==> src/rtl/layer4_stream_ctrl.sv <==
// Streaming access controller for the layer4 dual-port SRAM: port A fills a frame
// from a producer, port B streams it out in order through a small prefetch FIFO.
module layer4_stream_ctrl #(
    parameter int DEPTH = 144,
    parameter int AW    = 8,
    parameter int DW    = 128,
    parameter int PF    = 2
) (
    input  logic          clk,
    input  logic          rst,
    input  logic          clr,
    input  logic          wr_valid,
    output logic          wr_ready,
    input  logic [DW-1:0] wr_data,
    output logic          rd_valid,
    input  logic          rd_ready,
    output logic [DW-1:0] rd_data,
    output logic          rd_last,
    output logic          frame_done,
    output logic [AW-1:0] wr_cnt,
    output logic [AW-1:0] sram_A,
    output logic          sram_WEAN,
    output logic          sram_OEA,
    output logic [DW-1:0] sram_DIA,
    output logic [AW-1:0] sram_B,
    output logic          sram_WEBN,
    output logic          sram_OEB,
    output logic [DW-1:0] sram_DIB,
    input  logic [DW-1:0] sram_DOB
);

    localparam int IW = (PF > 1) ? $clog2(PF) : 1;
    localparam int CW = $clog2(PF + 2);
    localparam logic [AW-1:0] DEPTH_A  = AW'(DEPTH);
    localparam logic [AW-1:0] LAST_A   = AW'(DEPTH - 1);
    localparam logic [CW-1:0] PF_C     = CW'(PF);
    localparam logic [IW-1:0] LAST_IDX = IW'(PF - 1);

    logic [AW-1:0] wr_ptr, rd_iss, rd_cnt, b_addr;
    logic          inflight;
    logic [DW-1:0] fifo_mem [PF];
    logic [IW-1:0] head, tail;
    logic [CW-1:0] fifo_cnt, credit;
    logic          wr_fire, issue, push, pop;

    // Both sides use valid/ready: a word moves in a cycle where valid and ready are
    // both high; valid never depends on ready, and clr forces both readies/valids low.
    assign wr_ready   = (wr_ptr < DEPTH_A) & ~clr;
    assign wr_fire    = wr_valid & wr_ready;
    assign rd_valid   = (fifo_cnt != '0) & ~clr;
    assign pop        = rd_valid & rd_ready;
    assign rd_data    = fifo_mem[head];
    assign rd_last    = rd_valid & (rd_cnt == LAST_A);
    assign frame_done = pop & (rd_cnt == LAST_A);
    assign wr_cnt     = wr_ptr;

    // Credit counts the slot freed by this cycle's pop so the FIFO can stream at full rate.
    assign push   = inflight & ~clr;
    assign credit = fifo_cnt + CW'(inflight) - CW'(pop);
    assign issue  = ~clr & (rd_iss < wr_ptr) & (credit < PF_C);

    assign sram_A    = wr_ptr;
    assign sram_WEAN = ~wr_fire;
    assign sram_OEA  = 1'b0;
    assign sram_DIA  = wr_data;
    assign sram_B    = issue ? rd_iss : b_addr;
    assign sram_WEBN = 1'b1;
    assign sram_OEB  = issue;
    assign sram_DIB  = '0;

    always_ff @(posedge clk or posedge rst) begin
        if (rst) begin
            wr_ptr   <= '0;
            rd_iss   <= '0;
            rd_cnt   <= '0;
            b_addr   <= '0;
            inflight <= 1'b0;
            head     <= '0;
            tail     <= '0;
            fifo_cnt <= '0;
        end else if (clr || frame_done) begin
            wr_ptr   <= '0;
            rd_iss   <= '0;
            rd_cnt   <= '0;
            inflight <= 1'b0;
            head     <= '0;
            tail     <= '0;
            fifo_cnt <= '0;
            if (clr) b_addr <= '0;
        end else begin
            if (wr_fire) wr_ptr <= wr_ptr + 1'b1;
            if (issue) begin
                rd_iss <= rd_iss + 1'b1;
                b_addr <= rd_iss;
            end
            inflight <= issue;
            if (push) tail <= (tail == LAST_IDX) ? '0 : tail + 1'b1;
            if (pop) begin
                head   <= (head == LAST_IDX) ? '0 : head + 1'b1;
                rd_cnt <= rd_cnt + 1'b1;
            end
            fifo_cnt <= fifo_cnt + CW'(push) - CW'(pop);
        end
    end

    // SRAM read data lands here one cycle after its issue.
    always_ff @(posedge clk) begin
        if (push) fifo_mem[tail] <= sram_DOB;
    end

endmodule
==> config.mk <==
export PLATFORM = sky130hd
export DESIGN_NAME = layer4_stream_ctrl
export DESIGN_NICKNAME = d
export VERILOG_FILES = /design/src/rtl/layer4_stream_ctrl.sv
export SDC_FILE = /design/constraint.sdc
export NUM_CORES = 1
export LEC_CHECK = 0
export BUFFER_PORTS_ARGS = -buffer_cell sky130_fd_sc_hd__buf_2
export CELL_PAD_IN_SITES_DETAIL_PLACEMENT = 0
export CELL_PAD_IN_SITES_GLOBAL_PLACEMENT = 1
export CORE_AREA = 2 2 262 264
export CTS_CLUSTER_DIAMETER = 80
export CTS_CLUSTER_SIZE = 20
export DETAILED_ROUTE_END_ITERATION = 10
export DIE_AREA = 0 0 264 266
export PLACE_DENSITY = 0.51
export SLEW_MARGIN = 30
export SYNTH_ARGS = -nofsm -noshare
export SYNTH_HDL_FRONTEND = slang
export SYNTH_SLANG_ARGS = --single-unit
export TNS_END_PERCENT = 1
==> constraint.sdc <==
create_clock -name clk -period 8.7 [get_ports clk]
set_clock_uncertainty 0.2 [all_clocks]
set_input_delay 1.74 -clock clk [delete_from_list [all_inputs] [get_ports clk]]
set_output_delay 1.74 -clock clk [all_outputs]
set_load 0.01 [all_outputs]
==> impl_table.tex, run 1 <==
\begin{tabular}{lr}
\hline
Metric & Value \\
\hline
\multicolumn{2}{l}{\textbf{GRT}} \\
\quad All-Layer GR Usage & about 8.1\% \\
\quad Via count of the first global-routing pass & $\sim$6.8k \\
\quad Antenna violations before repair & 1 \\
\quad Global-route wire length before repair & 43.3 mm \\
\quad Total global routing overflow & 0 \\
\quad Maximum number of pins on one net before global-route repair & 63 \\
\multicolumn{2}{l}{\textbf{Layout}} \\
\quad Layout Cells excl Fill & between 1.5k and 2k \\
\quad Diodes inserted & 0 \\
\quad Ratio of cells with drive above 1 in the final layout & a little under half \\
\quad Final net count & between 1k and 1.5k \\
\quad Most common library cell in the layout ignoring fill and taps & sky130\_fd\_sc\_hd\_\_buf\_2 \\
\quad Highest-count cells in the layout ignoring fill and taps & sky130\_fd\_sc\_hd\_\_buf\_2 (290), sky130\_fd\_sc\_hd\_\_edfxtp\_1 (256), sky130\_fd\_sc\_hd\_\_mux2\_2 (136), sky130\_fd\_sc\_hd\_\_conb\_1 (130), sky130\_fd\_sc\_hd\_\_dfrtp\_1 (36) \\
\quad Relative area change from synthesis to final layout & 13.8\% \\
\multicolumn{2}{l}{\textbf{Critical path}} \\
\quad Critical path endpoint category & primary output \\
\quad Category of the critical setup timing path & input port to primary output \\
\quad Register-to-register path setup slack & $\sim$5600 ps \\
\quad Buffers plus inverters on the worst setup path & 3 \\
\quad Worst path required time & $\sim$6800 ps \\
\quad Critical path, cell by cell & buf\_2 -> o21ba\_2 -> nand2\_1 -> clkinv\_1 -> ha\_1 -> nor2b\_1 -> xnor2\_1 -> nor2\_1 -> nand2\_1 -> mux2\_2 -> buf\_2 \\
\quad Startpoint Class & input port \\
\quad WP data arrival & roughly 4300 ps \\
\quad Cell with the largest stage delay on the worst path & sky130\_fd\_sc\_hd\_\_mux2\_2 \\
\quad Critical path fanouts, max & 9 \\
\quad Crit path max-delay family & simple AND/OR/NAND/NOR gates \\
\quad Delay of the slowest cell on the worst path & about 370 ps \\
\multicolumn{2}{l}{\textbf{Synth}} \\
\quad Netlist area before placement & $\sim$13000 um2 \\
\quad Count of distinct cell types in the synthesized netlist & 48 \\
\quad Largest cells by area after synthesis & sky130\_fd\_sc\_hd\_\_edfxtp\_1 (58\%), sky130\_fd\_sc\_hd\_\_buf\_4 (15\%), sky130\_fd\_sc\_hd\_\_mux2\_2 (11\%) \\
\quad Synthesis warning total & 0 \\
\quad Share of the synthesized area in the top cell type & approximately 58\% \\
\quad Number of standard cells after synthesis & 881 \\
\quad Cell type with the highest aggregate area in the netlist & sky130\_fd\_sc\_hd\_\_edfxtp\_1 \\
\quad Register bit total from synthesis & 293 \\
\quad Fraction of the yosys area taken by sequential cells & about 65\% \\
\quad Async set-or-reset flop fraction in the synthesized netlist & about 13\% \\
\quad Mean instance size in the synthesized netlist & 15.1 um2 \\
\quad Top FF cell, synth & sky130\_fd\_sc\_hd\_\_edfxtp\_1 \\
\quad Number of synthesized flops with an enable pin & 256 \\
\multicolumn{2}{l}{\textbf{Route}} \\
\quad Post-detailed-route DRC marker count & 0 \\
\quad Number of violations reported at the end of detailed-routing iteration 0 & between 300 and 400 \\
\quad Final Routed Wirelength & between 30 and 40 mm \\
\quad DRT Pass-1 Iters & 4 \\
\quad Post-detailed-route count of antenna-violating nets & 0 \\
\quad Via count of the routed design & around 6.9k \\
\quad Average wire length per cell after detail routing & 15.6 um \\
\quad Ratio of routed vias to standard cells & between 3 and 4 \\
\multicolumn{2}{l}{\textbf{Place}} \\
\quad Final RePlAce weighted congestion & 0.712 \\
\quad Placed Cells incl. Taps & roughly 1.9k \\
\quad Port bufs & 290 \\
\quad Hpwl dp & 21.2 mm \\
\quad Minimum setup slack after placement & $\sim$2500 ps \\
\multicolumn{2}{l}{\textbf{Floorplanning}} \\
\quad Initial Utilization & 19.7\% \\
\quad Die boundary width & between 200 and 300 um \\
\quad Core area & 67700 um2 \\
\quad Top-level I/O count & 677 \\
\quad Row Count & 96 \\
\quad Die extent in y & 266 um \\
\quad Total die area & roughly 70000 um2 \\
\multicolumn{2}{l}{\textbf{CTS}} \\
\quad Clk sinks & 293 \\
\quad Count of hold buffers inserted by post-cts repair & 0 \\
\quad Maximum clock path buffer count & 3 \\
\quad Clock buffer count from CTS & 24 \\
\quad Clk slew on worst S/H paths & about 80 ps \\
\quad CTS tree & done \\
\quad CTS Root Cell & sky130\_fd\_sc\_hd\_\_clkbuf\_16 \\
\quad Clock insertion delay at the later pin of the skew report & $\sim$560 ps \\
\quad \# Post-CTS Setup Buffers & 0 \\
\quad Number of gates given a new drive strength after cts & 0 \\
\quad Max H-tree Level & 1 \\
\multicolumn{2}{l}{\textbf{STA}} \\
\quad Final Hold Viols & 0 \\
\quad Total Negative Setup Slacks & 0 ps \\
\quad Shortest period the worst path allows & a little over 6000 ps \\
\quad Upper clock frequency limit & around 160 MHz \\
\quad Count of final max-slew check failures & 0 \\
\quad Slew of the pin with the lowest slew margin & just over 900 ps \\
\quad Final critical-path share of the clock period & 71.4\% \\
\quad Unrepaired setup endpoints after global routing & no \\
\quad Minimum setup slack in the final design & between 2000 and 2500 ps \\
\quad Worst slew margin relative to its limit & 38.1\% \\
\quad Setup-violating endpoint count in the final report & 0 \\
\multicolumn{2}{l}{\textbf{Flow run}} \\
\quad Max\_cap viols & 0 \\
\multicolumn{2}{l}{\textbf{Status}} \\
\quad Outcome & complete, no violations \\
\multicolumn{2}{l}{\textbf{Min path}} \\
\quad Hold/Removal Path Class & register to register \\
\multicolumn{2}{l}{\textbf{Power and ir drop}} \\
\quad Max IR drop VDD & 0.115 mV \\
\quad Power density relative to cell area & 188 nW/um2 \\
\quad Leak Pwr & 5.78 nW \\
\hline
\end{tabular}
==> path summary, 6_finish.rpt <==
kind                       depth (start not counted)         to   startpoint
max in group asynchronous                          3       head          rst
max reg2reg                                        9  b_addr[5]  fifo_cnt[1]
min reg2reg                                        1  b_addr[3]    b_addr[3]
min                                                1  b_addr[3]    b_addr[3]
min in group asynchronous                          3       head          rst
max                                               11  sram_B[5]          clr
==> cell families (layout without fill, tap and decap cells) <==
logic type	after synthesis	count (layout)	synth area share (%)
XOR/XNOR	19	19	1.25
AO/OA/AOI/OAI	34	34	1.90
multiplexers	138	138	11.6
buffers and inverters	301	355	16.0
adder cells (fa/ha/maj)	13	13	1.22
AND/OR/NAND/NOR	81	81	3.32
other	2	130	0.0563
flip-flops	293	293	64.6
==> Yosys cell counts, types with 5 or more instances <==
master                     instances
sky130_fd_sc_hd__a21oi_1           8
sky130_fd_sc_hd__a22o_1            7
sky130_fd_sc_hd__and3_1            5
sky130_fd_sc_hd__buf_4           266
sky130_fd_sc_hd__clkbuf_1         15
sky130_fd_sc_hd__dfrtp_1          37
sky130_fd_sc_hd__edfxtp_1        256
sky130_fd_sc_hd__ha_1             13
sky130_fd_sc_hd__inv_1            15
sky130_fd_sc_hd__mux2_2          136
sky130_fd_sc_hd__nand2_1          16
sky130_fd_sc_hd__nand3_1           8
sky130_fd_sc_hd__nand4_1           7
sky130_fd_sc_hd__nor2_1           21
sky130_fd_sc_hd__xnor2_1          15
==> metrics by stage <==
stage / instance area (um2) / hold slack [ps] / utilization (%) / power (mW)
finish: 15200 / 304 / 22.4 / 2.85
global route: 15200 / 325 / 22.4 / 2.97
CTS: 15200 / 304 / 22.4 / 2.92
detailed placement: 14400 / 282 / 21.2 / 1.74
global placement: 14400 / 303 / 21.2 / 1.74
floorplan: 13800 / 261 / - / 1.78
==> layout make-up <==
cell class	instances	area [um2]
Clock buffer	25	604
Clock inverter	17	205
Fill cell	7269	52600
Inverter	16	60.1
Multi-Input combinational cell	415	3080
Sequential cell	293	8620
Tap cell	882	1100
Timing Repair Buffer	297	1500
==> sequential cells by signal (all words and copies together) (netlist names) <==
name and flops:
rd_cnt 8, fifo_cnt 2, b_addr 8, tail 1
head 1, inflight 1, sram_A 8, fifo_mem 256
rd_iss 8
==> metal layers <==
metal | track usage [%] | vias to the layer above | part of all wire [%]
li1 | - | 3106 | -
met1 | 8.67 | 3355 | 37
met2 | 14.0 | 310 | 50
met3 | 2.75 | 82 | 8.0
met4 | 4.16 | 2 | 4.8
met5 | 0 | - | 0.053
==> power by group <==
group          internal [mW]  switching, mW  total (mW)
Combinational         0.0601         0.0982       0.158
Clock                  0.566          0.572        1.14
Sequential              1.54        0.00893        1.55
(Power assumes the default switching activity.)
==> inputs of run 2 (changes only) <==
Settings changed: PLACE_DENSITY 0.51 to 0.53.
Clock period 8.7 ns to 5.13 ns, I/O delays scaled along.
==> impl_table.tex, run 2 (same netlist as run 1, synthesis figures left out) <==
\begin{tabular}{lr}
\hline
Metric & Value \\
\hline
\multicolumn{2}{l}{\textbf{STA}} \\
\quad Setup-violating endpoint count in the final report & 0 (unchanged) \\
\quad Worst slew margin relative to its limit & 39.9\% (+1.9 points) \\
\quad Final Hold Viols & 0 (unchanged) \\
\quad Hold Slack & 302 ps (-1.46 ps) \\
\quad Slew of the pin with the lowest slew margin & 901 ps (-28.0 ps) \\
\quad Shortest period the worst path allows & about 4400 ps \\
\quad Unrepaired setup endpoints after global routing & no \\
\quad Count of final max-slew check failures & 0 (unchanged) \\
\quad Final critical-path share of the clock period & a little under nine tenths \\
\quad Total Negative Setup Slacks & 0 ps (unchanged) \\
\quad Upper clock frequency limit & 227 MHz \\
\multicolumn{2}{l}{\textbf{Route}} \\
\quad Average wire length per cell after detail routing & 16.0 um (+2.5\%) \\
\quad Number of violations reported at the end of detailed-routing iteration 0 & 330 (+6.8\%) \\
\quad Post-detailed-route DRC marker count & 0 (unchanged) \\
\quad Post-detailed-route count of antenna-violating nets & 0 (unchanged) \\
\quad Ratio of routed vias to standard cells & 3.54 (+0.52\%) \\
\quad Via count of the routed design & 6898 (+0.63\%) \\
\quad Final Routed Wirelength & 31.1 mm (+2.6\%) \\
\quad DRT Pass-1 Iters & 4 (unchanged) \\
\multicolumn{2}{l}{\textbf{Critical path}} \\
\quad Origin of the critical flop-to-flop path & fifo\_cnt[1] \\
\quad Startpoint Class & input port \\
\quad Category of the critical setup timing path & input port to primary output \\
\quad Critical path fanouts, max & 9 (unchanged) \\
\quad Number of cell instances on the worst register-to-register path & 9 (unchanged) \\
\quad Launch point of the critical path & clr \\
\quad WP data arrival & 3190 ps (-1080 ps) \\
\quad Critical path endpoint category & primary output \\
\quad Worst path required time & 3900 ps (-2860 ps) \\
\multicolumn{2}{l}{\textbf{Min path}} \\
\quad Number of cells on the worst hold path & 1 (unchanged) \\
\quad Start point of the worst min-delay path & b\_addr[1] \\
\quad Hold/Removal Path Class & register to register \\
\multicolumn{2}{l}{\textbf{CTS}} \\
\quad Clock buffer count from CTS & 24 (unchanged) \\
\quad Max H-tree Level & 1 (unchanged) \\
\quad \# Post-CTS Setup Buffers & 0 (unchanged) \\
\quad CTS Root Cell & sky130\_fd\_sc\_hd\_\_clkbuf\_16 \\
\quad Clk slew on worst S/H paths & 80 ps (about the same) \\
\quad Number of gates given a new drive strength after cts & 0 (unchanged) \\
\quad Count of hold buffers inserted by post-cts repair & 0 (unchanged) \\
\quad Clock insertion delay at the later pin of the skew report & 550 ps (about the same) \\
\quad Clk sinks & 293 (unchanged) \\
\quad Maximum clock path buffer count & 3 (unchanged) \\
\quad CTS tree & done \\
\multicolumn{2}{l}{\textbf{Layout}} \\
\quad Register ranked first by flip-flop count & fifo\_mem \\
\quad Ratio of cells with drive above 1 in the final layout & 45.5\% (about the same) \\
\quad Multi-input gate area in the final layout & 3080 um2 (unchanged) \\
\quad Fillers & 7239 (-0.41\%) \\
\quad Final net count & 1324 (+0.23\%) \\
\quad Sequential cell area & 8620 um2 (unchanged) \\
\quad Relative area change from synthesis to final layout & 14.0\% \\
\quad Highest-count cells in the layout ignoring fill and taps & sky130\_fd\_sc\_hd\_\_buf\_2 (290), sky130\_fd\_sc\_hd\_\_edfxtp\_1 (256), sky130\_fd\_sc\_hd\_\_mux2\_2 (136), sky130\_fd\_sc\_hd\_\_conb\_1 (130), sky130\_fd\_sc\_hd\_\_dfrtp\_1 (36) \\
\quad Most common library cell in the layout ignoring fill and taps & sky130\_fd\_sc\_hd\_\_buf\_2 \\
\quad Number of flip-flops in the largest register & 256 (unchanged) \\
\quad Layout Cells excl Fill & 1947 (+0.10\%) \\
\multicolumn{2}{l}{\textbf{Floorplanning}} \\
\quad Row Count & 96 (unchanged) \\
\quad Die boundary width & 264 um (unchanged) \\
\quad Core area & 67700 um2 (unchanged) \\
\quad Die extent in y & 266 um (unchanged) \\
\quad Initial Utilization & 19.7\% (unchanged) \\
\quad Top-level I/O count & 677 (unchanged) \\
\quad Total die area & 70200 um2 (unchanged) \\
\multicolumn{2}{l}{\textbf{Place}} \\
\quad Port bufs & 290 (unchanged) \\
\quad Placed Cells incl. Taps & 1906 (+0.16\%) \\
\quad Final RePlAce weighted congestion & 0.746 (+4.8\%) \\
\quad Hpwl dp & 21.4 mm (+0.98\%) \\
\multicolumn{2}{l}{\textbf{GRT}} \\
\quad Global-route wire length before repair & 44.0 mm (+1.7\%) \\
\quad Via count of the first global-routing pass & 6939 (+2.2\%) \\
\quad Antenna violations before repair & 7 (+6) \\
\quad Total global routing overflow & 0 (unchanged) \\
\quad Maximum number of pins on one net before global-route repair & 108 (+71\%) \\
\quad All-Layer GR Usage & 8.25\% (+0.19 points) \\
\multicolumn{2}{l}{\textbf{Flow run}} \\
\quad Max\_cap viols & 0 (unchanged) \\
\multicolumn{2}{l}{\textbf{Status}} \\
\quad Outcome & complete, no violations \\
\multicolumn{2}{l}{\textbf{Power and ir drop}} \\
\quad Power density relative to cell area & 315 nW/um2 (+68\%) \\
\quad Leak Pwr & 5.79 nW (+0.10\%) \\
\quad Max IR drop VDD & 0.215 mV (+86\%) \\
\hline
\end{tabular}
[run 2: path summary, 6_finish.rpt]
path	slack, ps	endpoint
worst max register to register	2290	b_addr[2]
max in group asynchronous	3960	head
worst min-delay path	300	b_addr[1]
worst min register to register	300	b_addr[1]
min in group asynchronous	380	sram_A[3]
worst max-delay path	720	sram_B[5]
[run 2: per-stage QoR]
| step | util, % | cell area [um2] | setup WS [ps] | total power, mW |
|---|---|---|---|---|
| detailed placement | 21.3 | 14400 | 708 | 2.96 |
| floorplan | - | 13800 | 81.1 | 3.01 |
| finish | 22.4 | 15200 | 717 | 4.79 |
| global route | 22.4 | 15200 | 511 | 4.99 |
| global placement | 21.3 | 14400 | 739 | 2.95 |
| CTS | 22.4 | 15200 | 698 | 4.90 |
[run 2: final cells by class]
| type | instances | share of cell area (%) |
|---|---|---|
| antenna | 1 | 0.0165 |
| clock buffer | 26 | 4.14 |
| clock inverter | 14 | 0.963 |
| inverter | 16 | 0.395 |
| multi-input combinational | 415 | 20.2 |
| sequential | 293 | 56.7 |
| tap | 882 | 7.26 |
| timing repair buffer | 300 | 10.3 |
[run 2: worst max-delay path: stages]
cell	delay (ps)
sky130_fd_sc_hd__buf_2	110
sky130_fd_sc_hd__o21ba_2	300
sky130_fd_sc_hd__nand2_1	130
sky130_fd_sc_hd__clkinv_1	80
sky130_fd_sc_hd__ha_1	210
sky130_fd_sc_hd__nor2b_1	130
sky130_fd_sc_hd__xnor2_1	100
sky130_fd_sc_hd__nor2_1	270
sky130_fd_sc_hd__nand2_1	310
sky130_fd_sc_hd__mux2_2	360
sky130_fd_sc_hd__buf_2	140
[run 2: report_power, final]
part	internal, mW	total, mW	switching (mW)
clock network	0.930	1.88	0.952
registers	2.62	2.63	0.0150
logic	0.104	0.272	0.168
[run 2: per-layer routing]
| layer | GRT usage [%] | up-vias | share of wire, % |
|---|---|---|---|
| met5 | 0 | - | 0.19 |
| met4 | 3.26 | 10 | 4.0 |
| met3 | 3.96 | 94 | 11 |
| met2 | 13.8 | 335 | 48 |
| met1 | 8.95 | 3351 | 37 |
| li1 | - | 3108 | - |
